[src/rtl/pixel_mem_arbiter_if.sv]
// Pixel memory arbiter bus: host and calc requesters plus the RAM port.
// master drives requests and mem_q; slave is the arbiter.
interface pixel_mem_arbiter_if #(
  parameter int ADDR_W = 10,
  parameter int DATA_W = 16
);
  logic              host_req;
  logic              host_we;
  logic [ADDR_W-1:0] host_addr;
  logic [DATA_W-1:0] host_wdata;
  logic              host_gnt;
  logic              host_rvalid;
  logic [DATA_W-1:0] host_rdata;
  logic              calc_req;
  logic [ADDR_W-1:0] calc_addr;
  logic              calc_gnt;
  logic              calc_rvalid;
  logic [DATA_W-1:0] calc_rdata;
  logic              calc_lock;
  logic [ADDR_W-1:0] mem_addr;
  logic [DATA_W-1:0] mem_wdata;
  logic              mem_wren;
  logic [DATA_W-1:0] mem_q;

  modport slave (
    input  host_req, host_we, host_addr, host_wdata,
    input  calc_req, calc_addr, calc_lock, mem_q,
    output host_gnt, host_rvalid, host_rdata,
    output calc_gnt, calc_rvalid, calc_rdata,
    output mem_addr, mem_wdata, mem_wren
  );

  modport master (
    output host_req, host_we, host_addr, host_wdata,
    output calc_req, calc_addr, calc_lock, mem_q,
    input  host_gnt, host_rvalid, host_rdata,
    input  calc_gnt, calc_rvalid, calc_rdata,
    input  mem_addr, mem_wdata, mem_wren
  );
endinterface

[src/rtl/pixel_mem_arbiter.sv]
// Round-robin host/calc arbiter for the single-port pixel RAM.
// Optional PIXEL_ARB_CONFLICT_CNT_EN adds a saturating contention counter.
module pixel_mem_arbiter #(
  parameter int ADDR_W = 10,
  parameter int DATA_W = 16,
  parameter int RD_LAT = 1
) (
  input  logic clk,
  input  logic n_rst,
  pixel_mem_arbiter_if.slave bus
`ifdef PIXEL_ARB_CONFLICT_CNT_EN
  ,
  output logic [15:0] conflict_cnt
`endif
);

  typedef enum logic {
    OWN_HOST = 1'b0,
    OWN_CALC = 1'b1
  } owner_e;

  owner_e            last_q, last_d;
  logic              host_elig, calc_elig;
  logic              host_win, calc_win;
  logic              push;
  logic [RD_LAT-1:0] vld_q, own_q;
  logic [DATA_W-1:0] hrd_q, crd_q;

  always_comb begin
    host_elig = bus.host_req & ~(bus.host_we & bus.calc_lock);
    calc_elig = bus.calc_req;
    host_win  = 1'b0;
    calc_win  = 1'b0;
    last_d    = last_q;
    if (host_elig && calc_elig) begin
      if (last_q == OWN_HOST) calc_win = 1'b1;
      else                    host_win = 1'b1;
    end else begin
      host_win = host_elig;
      calc_win = calc_elig;
    end
    // no access may reach the RAM while reset is held
    host_win = host_win & n_rst;
    calc_win = calc_win & n_rst;
    if (host_win)      last_d = OWN_HOST;
    else if (calc_win) last_d = OWN_CALC;
  end

  assign push          = (host_win & ~bus.host_we) | calc_win;
  assign bus.host_gnt  = host_win;
  assign bus.calc_gnt  = calc_win;
  assign bus.mem_wren  = host_win & bus.host_we;
  assign bus.mem_wdata = bus.host_wdata;
  assign bus.mem_addr  = host_win ? bus.host_addr :
                         calc_win ? bus.calc_addr : '0;

  always_ff @(posedge clk or negedge n_rst) begin
    if (!n_rst) begin
      last_q <= OWN_HOST;
      vld_q  <= '0;
      own_q  <= '0;
    end else begin
      last_q <= last_d;
      vld_q  <= (vld_q << 1) | RD_LAT'(push);
      own_q  <= (own_q << 1) | RD_LAT'(calc_win);
    end
  end

  assign bus.host_rvalid = vld_q[RD_LAT-1] & ~own_q[RD_LAT-1];
  assign bus.calc_rvalid = vld_q[RD_LAT-1] &  own_q[RD_LAT-1];
  assign bus.host_rdata  = bus.host_rvalid ? bus.mem_q : hrd_q;
  assign bus.calc_rdata  = bus.calc_rvalid ? bus.mem_q : crd_q;

  always_ff @(posedge clk or negedge n_rst) begin
    if (!n_rst) begin
      hrd_q <= '0;
      crd_q <= '0;
    end else begin
      if (bus.host_rvalid) hrd_q <= bus.mem_q;
      if (bus.calc_rvalid) crd_q <= bus.mem_q;
    end
  end

`ifdef PIXEL_ARB_CONFLICT_CNT_EN
  logic        lock_q;
  logic [15:0] cnt_q;

  always_ff @(posedge clk or negedge n_rst) begin
    if (!n_rst) begin
      lock_q <= 1'b0;
      cnt_q  <= '0;
    end else begin
      lock_q <= bus.calc_lock;
      if (bus.calc_lock && !lock_q)
        cnt_q <= '0;
      else if (host_elig && calc_elig && cnt_q != 16'hFFFF)
        cnt_q <= cnt_q + 16'd1;
    end
  end

  assign conflict_cnt = cnt_q;
`else
  // counter absent; arbitration above is unchanged
`endif

endmodule

[src/flat_wrapper.sv]
// flat-port wrapper written by rule: the top's interface ports become plain ports
module pixel_mem_arbiter_flat 
#(
  parameter int ADDR_W = 10,
  parameter int DATA_W = 16,
  parameter int RD_LAT = 1
)
  (clk, n_rst, bus_host_req, bus_host_we, bus_host_addr, bus_host_wdata, bus_calc_req, bus_calc_addr, bus_calc_lock, bus_mem_q, bus_host_gnt, bus_host_rvalid, bus_host_rdata, bus_calc_gnt, bus_calc_rvalid, bus_calc_rdata, bus_mem_addr, bus_mem_wdata, bus_mem_wren);
  pixel_mem_arbiter_if #(.ADDR_W(ADDR_W), .DATA_W(DATA_W)) bus_i ();
  input  logic clk;
  input  logic n_rst;
  input wire logic [$bits(bus_i.host_req)-1:0] bus_host_req;
  input wire logic [$bits(bus_i.host_we)-1:0] bus_host_we;
  input wire logic [$bits(bus_i.host_addr)-1:0] bus_host_addr;
  input wire logic [$bits(bus_i.host_wdata)-1:0] bus_host_wdata;
  input wire logic [$bits(bus_i.calc_req)-1:0] bus_calc_req;
  input wire logic [$bits(bus_i.calc_addr)-1:0] bus_calc_addr;
  input wire logic [$bits(bus_i.calc_lock)-1:0] bus_calc_lock;
  input wire logic [$bits(bus_i.mem_q)-1:0] bus_mem_q;
  output wire logic [$bits(bus_i.host_gnt)-1:0] bus_host_gnt;
  output wire logic [$bits(bus_i.host_rvalid)-1:0] bus_host_rvalid;
  output wire logic [$bits(bus_i.host_rdata)-1:0] bus_host_rdata;
  output wire logic [$bits(bus_i.calc_gnt)-1:0] bus_calc_gnt;
  output wire logic [$bits(bus_i.calc_rvalid)-1:0] bus_calc_rvalid;
  output wire logic [$bits(bus_i.calc_rdata)-1:0] bus_calc_rdata;
  output wire logic [$bits(bus_i.mem_addr)-1:0] bus_mem_addr;
  output wire logic [$bits(bus_i.mem_wdata)-1:0] bus_mem_wdata;
  output wire logic [$bits(bus_i.mem_wren)-1:0] bus_mem_wren;
  assign bus_i.host_req = bus_host_req;
  assign bus_i.host_we = bus_host_we;
  assign bus_i.host_addr = bus_host_addr;
  assign bus_i.host_wdata = bus_host_wdata;
  assign bus_i.calc_req = bus_calc_req;
  assign bus_i.calc_addr = bus_calc_addr;
  assign bus_i.calc_lock = bus_calc_lock;
  assign bus_i.mem_q = bus_mem_q;
  assign bus_host_gnt = bus_i.host_gnt;
  assign bus_host_rvalid = bus_i.host_rvalid;
  assign bus_host_rdata = bus_i.host_rdata;
  assign bus_calc_gnt = bus_i.calc_gnt;
  assign bus_calc_rvalid = bus_i.calc_rvalid;
  assign bus_calc_rdata = bus_i.calc_rdata;
  assign bus_mem_addr = bus_i.mem_addr;
  assign bus_mem_wdata = bus_i.mem_wdata;
  assign bus_mem_wren = bus_i.mem_wren;
  pixel_mem_arbiter #(.ADDR_W(ADDR_W), .DATA_W(DATA_W), .RD_LAT(RD_LAT)) u_core (.clk(clk), .n_rst(n_rst), .bus(bus_i));
endmodule
[config.mk]
export PLATFORM = sky130hd
export DESIGN_NAME = pixel_mem_arbiter_flat
export DESIGN_NICKNAME = d
export VERILOG_FILES = /design/src/rtl/pixel_mem_arbiter_if.sv /design/src/rtl/pixel_mem_arbiter.sv /design/src/flat_wrapper.sv
export SDC_FILE = /design/constraint.sdc
export NUM_CORES = 1
export LEC_CHECK = 0
export ABC_AREA = 0
export BUFFER_PORTS_ARGS = -buffer_cell sky130_fd_sc_hd__buf_2
export CAP_MARGIN = 40
export CORE_MARGIN = 5
export CORE_UTILIZATION = 43
export CTS_CLUSTER_DIAMETER = 200
export DETAILED_ROUTE_END_ITERATION = 10
export GPL_ROUTABILITY_DRIVEN = 0
export PLACE_DENSITY_LB_ADDON = 0.05
export SLEW_MARGIN = 10
export SYNTH_ARGS = -nofsm -noshare
export SYNTH_HDL_FRONTEND = slang
export SYNTH_SLANG_ARGS = --single-unit
[constraint.sdc]
create_clock -name clk -period 4.4 [get_ports clk]
set_input_delay 1.1 -clock clk [delete_from_list [all_inputs] [get_ports clk]]
set_output_delay 1.1 -clock clk [all_outputs]
set_load 0.03 [all_outputs]
# ---- Yosys cells after proc, flatten, opt, wreduce, memory -nomap -nowiden
# Cells that the tools add are included.
dict set report classes {
  reduce_logical 2
  bitwise 12
  muxes 10
}
# cell count
set op_table {}
lappend op_table {{2-to-1 mux 16 bit} 2}
lappend op_table {{2-to-1 mux 10 bit} 2}
lappend op_table {{AND 1 bit} 8}
lappend op_table {{2-to-1 mux 1 bit} 6}
lappend op_table {{inverter 1 bit} 3}
lappend op_table {{nonzero test 2 bit} 1}
lappend op_table {{logical AND 1 bit} 1}
lappend op_table {{bitwise OR 1 bit} 1}
dict set report totals {
  out_inout_bits 63
  register_bits 35
  in_bits 58
  wordCells 29
}

# ---- Logic depth before layout (Yosys ltp)
dict set report depth {
  word_depth 8
  depth_mapped 4
  depth_no_buf 3
}

# ---- Worst setup path before layout
# No wires, ideal clock.
dict set report synth_timing {
  kind {input-to-output}
  startpoint {input port n_rst}
  endpoint {output port bus_mem_wren}
  slack_ns 1.383
  path_buffers 1
  stages 4
  t_required_ns 3.300
  arrival_time_ns 1.917
  cell_sequence {nand2_1 a221oi_4 buf_6 and2_1}
}
dict set report synth_between {
  elab_chain_cells 2
}
# element line
set synth_rtl {}
lappend synth_rtl {{start, declared} flat_wrapper.sv:11} ;# input logic n_rst;
lappend synth_rtl {{AND 1 bit} pixel_mem_arbiter.sv:43} ;# host_win = host_win & n_rst;
lappend synth_rtl {{named net bus_host_gnt} flat_wrapper.sv:20} ;# output wire logic [$bits(bus_i.host_gnt)-1:0] bus_host_gnt;
lappend synth_rtl {{AND 1 bit} pixel_mem_arbiter.sv:52} ;# assign bus.mem_wren = host_win & bus.host_we;
lappend synth_rtl {{end, declared} flat_wrapper.sv:28} ;# output wire logic [$bits(bus_i.mem_wren)-1:0] bus_mem_wren;
# The timed path passes the listed nets, and every way through them passes these cells.

# ---- Final worst setup path
dict set report layout_timing {
  startpoint {input port n_rst}
  endpoint {output port bus_mem_addr[4]}
}
dict set report layout_between {
  elab_chain_cells 3
  word_cells_on_any_way 4
  cone_classes {2 x mux; 2 x bitwise}
}
# element line
set layout_rtl {}
lappend layout_rtl {{AND 1 bit} pixel_mem_arbiter.sv:44} ;# calc_win = calc_win & n_rst;
lappend layout_rtl {{2-to-1 mux 10 bit} pixel_mem_arbiter.sv:55} ;# calc_win ? bus.calc_addr : '0;
lappend layout_rtl {{2-to-1 mux 10 bit *} pixel_mem_arbiter.sv:54} ;# assign bus.mem_addr = host_win ? bus.host_addr :
lappend layout_rtl {{end, declared} flat_wrapper.sv:26} ;# output wire logic [$bits(bus_i.mem_addr)-1:0] bus_mem_addr;
# Mark *: on every way between the ends. The rest lies on a longest branch, timed or not.

==> flow_metrics.env <==
export IMPL_path_cells="buf_2, nand2_1, a31oi_1, clkbuf_2, a22o_2, buf_2"
export IMPL_drv_slew=0
export IMPL_die_x_um=70.9
export IMPL_overflow=0
export IMPL_viasPerCell=4.78
export IMPL_ys_async_sr_fraction=1.00
export IMPL_synthTopCellsByCount="35 x dfrtp_1, 32 x mux2_2, 17 x buf_4"
export IMPL_hold_class="flop to flop"
export IMPL_grt_pass1_vias=1239
export IMPL_switching_share=0.355
export IMPL_hpwl_mm=2.91
export IMPL_worstMarginPinSlew_ns=0.609
export IMPL_met3_length_um=342
export IMPL_area_growth_pct=29.0
export IMPL_synth_edf_count=0
export IMPL_hold_path_depth=1
export IMPL_arrival_ns=2.47
export IMPL_slowest_delay_ns=0.48
export IMPL_fin_skew_ns=0.00824
export IMPL_p_seq_frac=0.382
export IMPL_cts_resized=0
export IMPL_cts_sinks=35
export IMPL_slew_headroom=0.592
export IMPL_port_buffers=88
export IMPL_clkLatencyLatePin_ns=0.28
export IMPL_worst_setup_path_end_kind="output pin"
export IMPL_final_layout_size_suffix_gt1_frac=0.737
export IMPL_fp_coreArea_um2=3630
export IMPL_wl_met2_mm=1.94
export IMPL_num_vias=1138
export IMPL_die_area_um2=5030
export IMPL_start_util=0.439
export IMPL_grt_max_degree=34
export IMPL_timing_final_crit_period_ns=3.57
export IMPL_grt_first_pass_wirelength_mm=5.76
export IMPL_yosysMostFrequentCell="dfrtp_1"
export IMPL_pre_cts_ws_ns=0.766
export IMPL_synth_area_leader_cell="dfrtp_1"
export IMPL_critPathRequiredTime_ns=3.30
export IMPL_ioPinCount=121
export IMPL_maxUsedRoutingLayer="met4"
export IMPL_cp_startpoint="n_rst"
export IMPL_htreeDepth=2
export IMPL_critPathBufInv=3
export IMPL_synthesis_nets=171
export IMPL_cap_violations=0
export IMPL_drc=0
export IMPL_setup_violations_final=0
export IMPL_root_buffer="clkbuf_8"
export IMPL_intPower_uw=698
export IMPL_clk_path_buf_depth=2
export IMPL_mappedNetlistArea_um2=1600
export IMPL_crit_fanout=7
export IMPL_synth_flop_cell="dfrtp_1"
export IMPL_cts_clk_slew_worst_paths_ns=0.06
export IMPL_peakVddDrop_v=0.000334
export IMPL_synthDistinctLibCells=19
export IMPL_cts_buffers=5
export IMPL_met1_length_mm=1.24
export IMPL_critPathTopFamily="compound AO/OA/AOI/OAI gates"
export IMPL_worst_setup_path_type="input pin to output pin"
export IMPL_start_kind="input pin"
export IMPL_syn_inst=113
export IMPL_wl_per_cell_um=15.4
export IMPL_worstReg2RegEnd="u_core.hrd_q[4]$_DFF_PN0_"
export IMPL_wl_mm=3.66
export IMPL_yosysTopAreaCellShare=0.549
export IMPL_period_share=0.812
export IMPL_ys_seq_area_frac=0.549
export IMPL_grt_total_usage=0.146
export IMPL_synthTopCellsByArea="dfrtp_1 55%, mux2_2 23%, buf_4 8.0%"
export IMPL_drt_iter0_drc=74
export IMPL_p_comb_frac=0.370
export IMPL_yosysWarnings=0
export IMPL_r2r_start="u_core.own_q$_DFF_PN0_"
export IMPL_cts_tree="yes"
export IMPL_postCtsSetupBuffers=0
export IMPL_synth_seq_cells=35
export IMPL_holdBufCountCts=0
export IMPL_hold_viol_final=0
export IMPL_status="completed"
export IMPL_fmax_mhz=280
export IMPL_final_nets=248
export IMPL_cp_common_cell="buf_2"
export IMPL_p_clk_frac=0.248
export IMPL_hp_start="u_core.crd_q[12]$_DFF_PN0_"
export IMPL_p_switching_uw=384
export IMPL_finalSetupTns_ns=0
export IMPL_ff2ff_path_depth=3
export IMPL_cp_depth=6
export IMPL_setup_slack_ns=0.825
export IMPL_r2r_slack_ns=2.90
export IMPL_row_count=22
export IMPL_pwr_density_cell_nw_per_um2=526
export IMPL_final_util=0.567
export IMPL_grt_antenna_before_repair=0
export IMPL_crit_path_top_delay_cell="a31oi_1"
export IMPL_ant_nets=0
export IMPL_rsz0062_at_grt="false"
export IMPL_n_antenna_cell=0
export IMPL_p_leak_nw=1.06
export IMPL_first_pass_iters=4
export IMPL_die_y_um=70.9
export IMPL_holdPathEnd="u_core.crd_q[12]$_DFF_PN0_"
export IMPL_avgSynthCellArea_um2=14.1
[worst register-to-register path, cell delays in order (launching register included)]
cell     delay, ns
dfrtp_1       0.39
nor2b_2       0.40
buf_6         0.23
mux2_2        0.36
[cell usage in the layout (no fill, tap or decap), types with 3 or more instances in the layout]
master / synthesis / layout
mux2_2: 32 / 32
dfrtp_1: 35 / 35
a22o_2: 7 / 7
nand2_1: 4 / 4
a22o_1: 3 / 3
clkbuf_8: 0 / 5
buf_2: 1 / 88
[registers in the layout (all words and copies together) (netlist names)]
signal         flops
u_core.crd_q      16
u_core.hrd_q      16
u_core.last_q      1
u_core.own_q       1
u_core.vld_q       1
[power by group through the flow]
stage	clock [mW]	sequential [mW]	combinational, mW
final	0.268	0.414	0.400
after global routing	0.290	0.421	0.426
after CTS	0.276	0.415	0.407
after detailed placement	0	0.422	0.406
after global placement	0	0.417	0.398
after floorplan	0	0.413	0.320
[layout make-up]
class | instances | area (um2)
clock buffers | 6 | 72.6
fillers | 330 | 1570
clock inverters | 1 | 30.0
inverters | 2 | 7.51
flip-flops and latches | 35 | 876
repair buffers | 91 | 464
multi-input cells | 55 | 549
well taps | 48 | 60.1
[how the worst max path moves through the flow]
stage,slack (ns),end
5_1_grt,0.76,bus_mem_addr[4]
3_5_place_dp,0.77,bus_mem_addr[2]
2_1_floorplan,1.38,bus_mem_wren
6_report,0.83,bus_mem_addr[4]
4_1_cts,0.76,bus_mem_addr[2]
3_3_place_gp,0.88,bus_mem_addr[3]
[stage by stage]
stage / total power, mW / hold WS [ns] / std cells / instance area [um2]
global placement: 0.814 / 0.474 / 229 / 1940
global route: 1.14 / 0.502 / 238 / 2060
detailed placement: 0.828 / 0.481 / 230 / 1950
finish: 1.08 / 0.492 / 238 / 2060
floorplan: 0.733 / 0.553 / 113 / 1600
CTS: 1.10 / 0.497 / 237 / 2050
[logic make-up after synthesis]
kind of cell | Yosys count | synth area share
AO/OA/AOI/OAI | 15 | 0.0917
buffers and inverters | 23 | 0.109
multiplexers | 32 | 0.226
flip-flops | 35 | 0.549
AND/OR/NAND/NOR | 8 | 0.0251
[metal layers]
metal  up-vias  global-route usage
met5         -                   0
met3        24              0.0511
met1       529               0.145
li1        532                   -
met4         0              0.0793
met2        53               0.263
No activity file was read; power rests on OpenSTA's default activity.
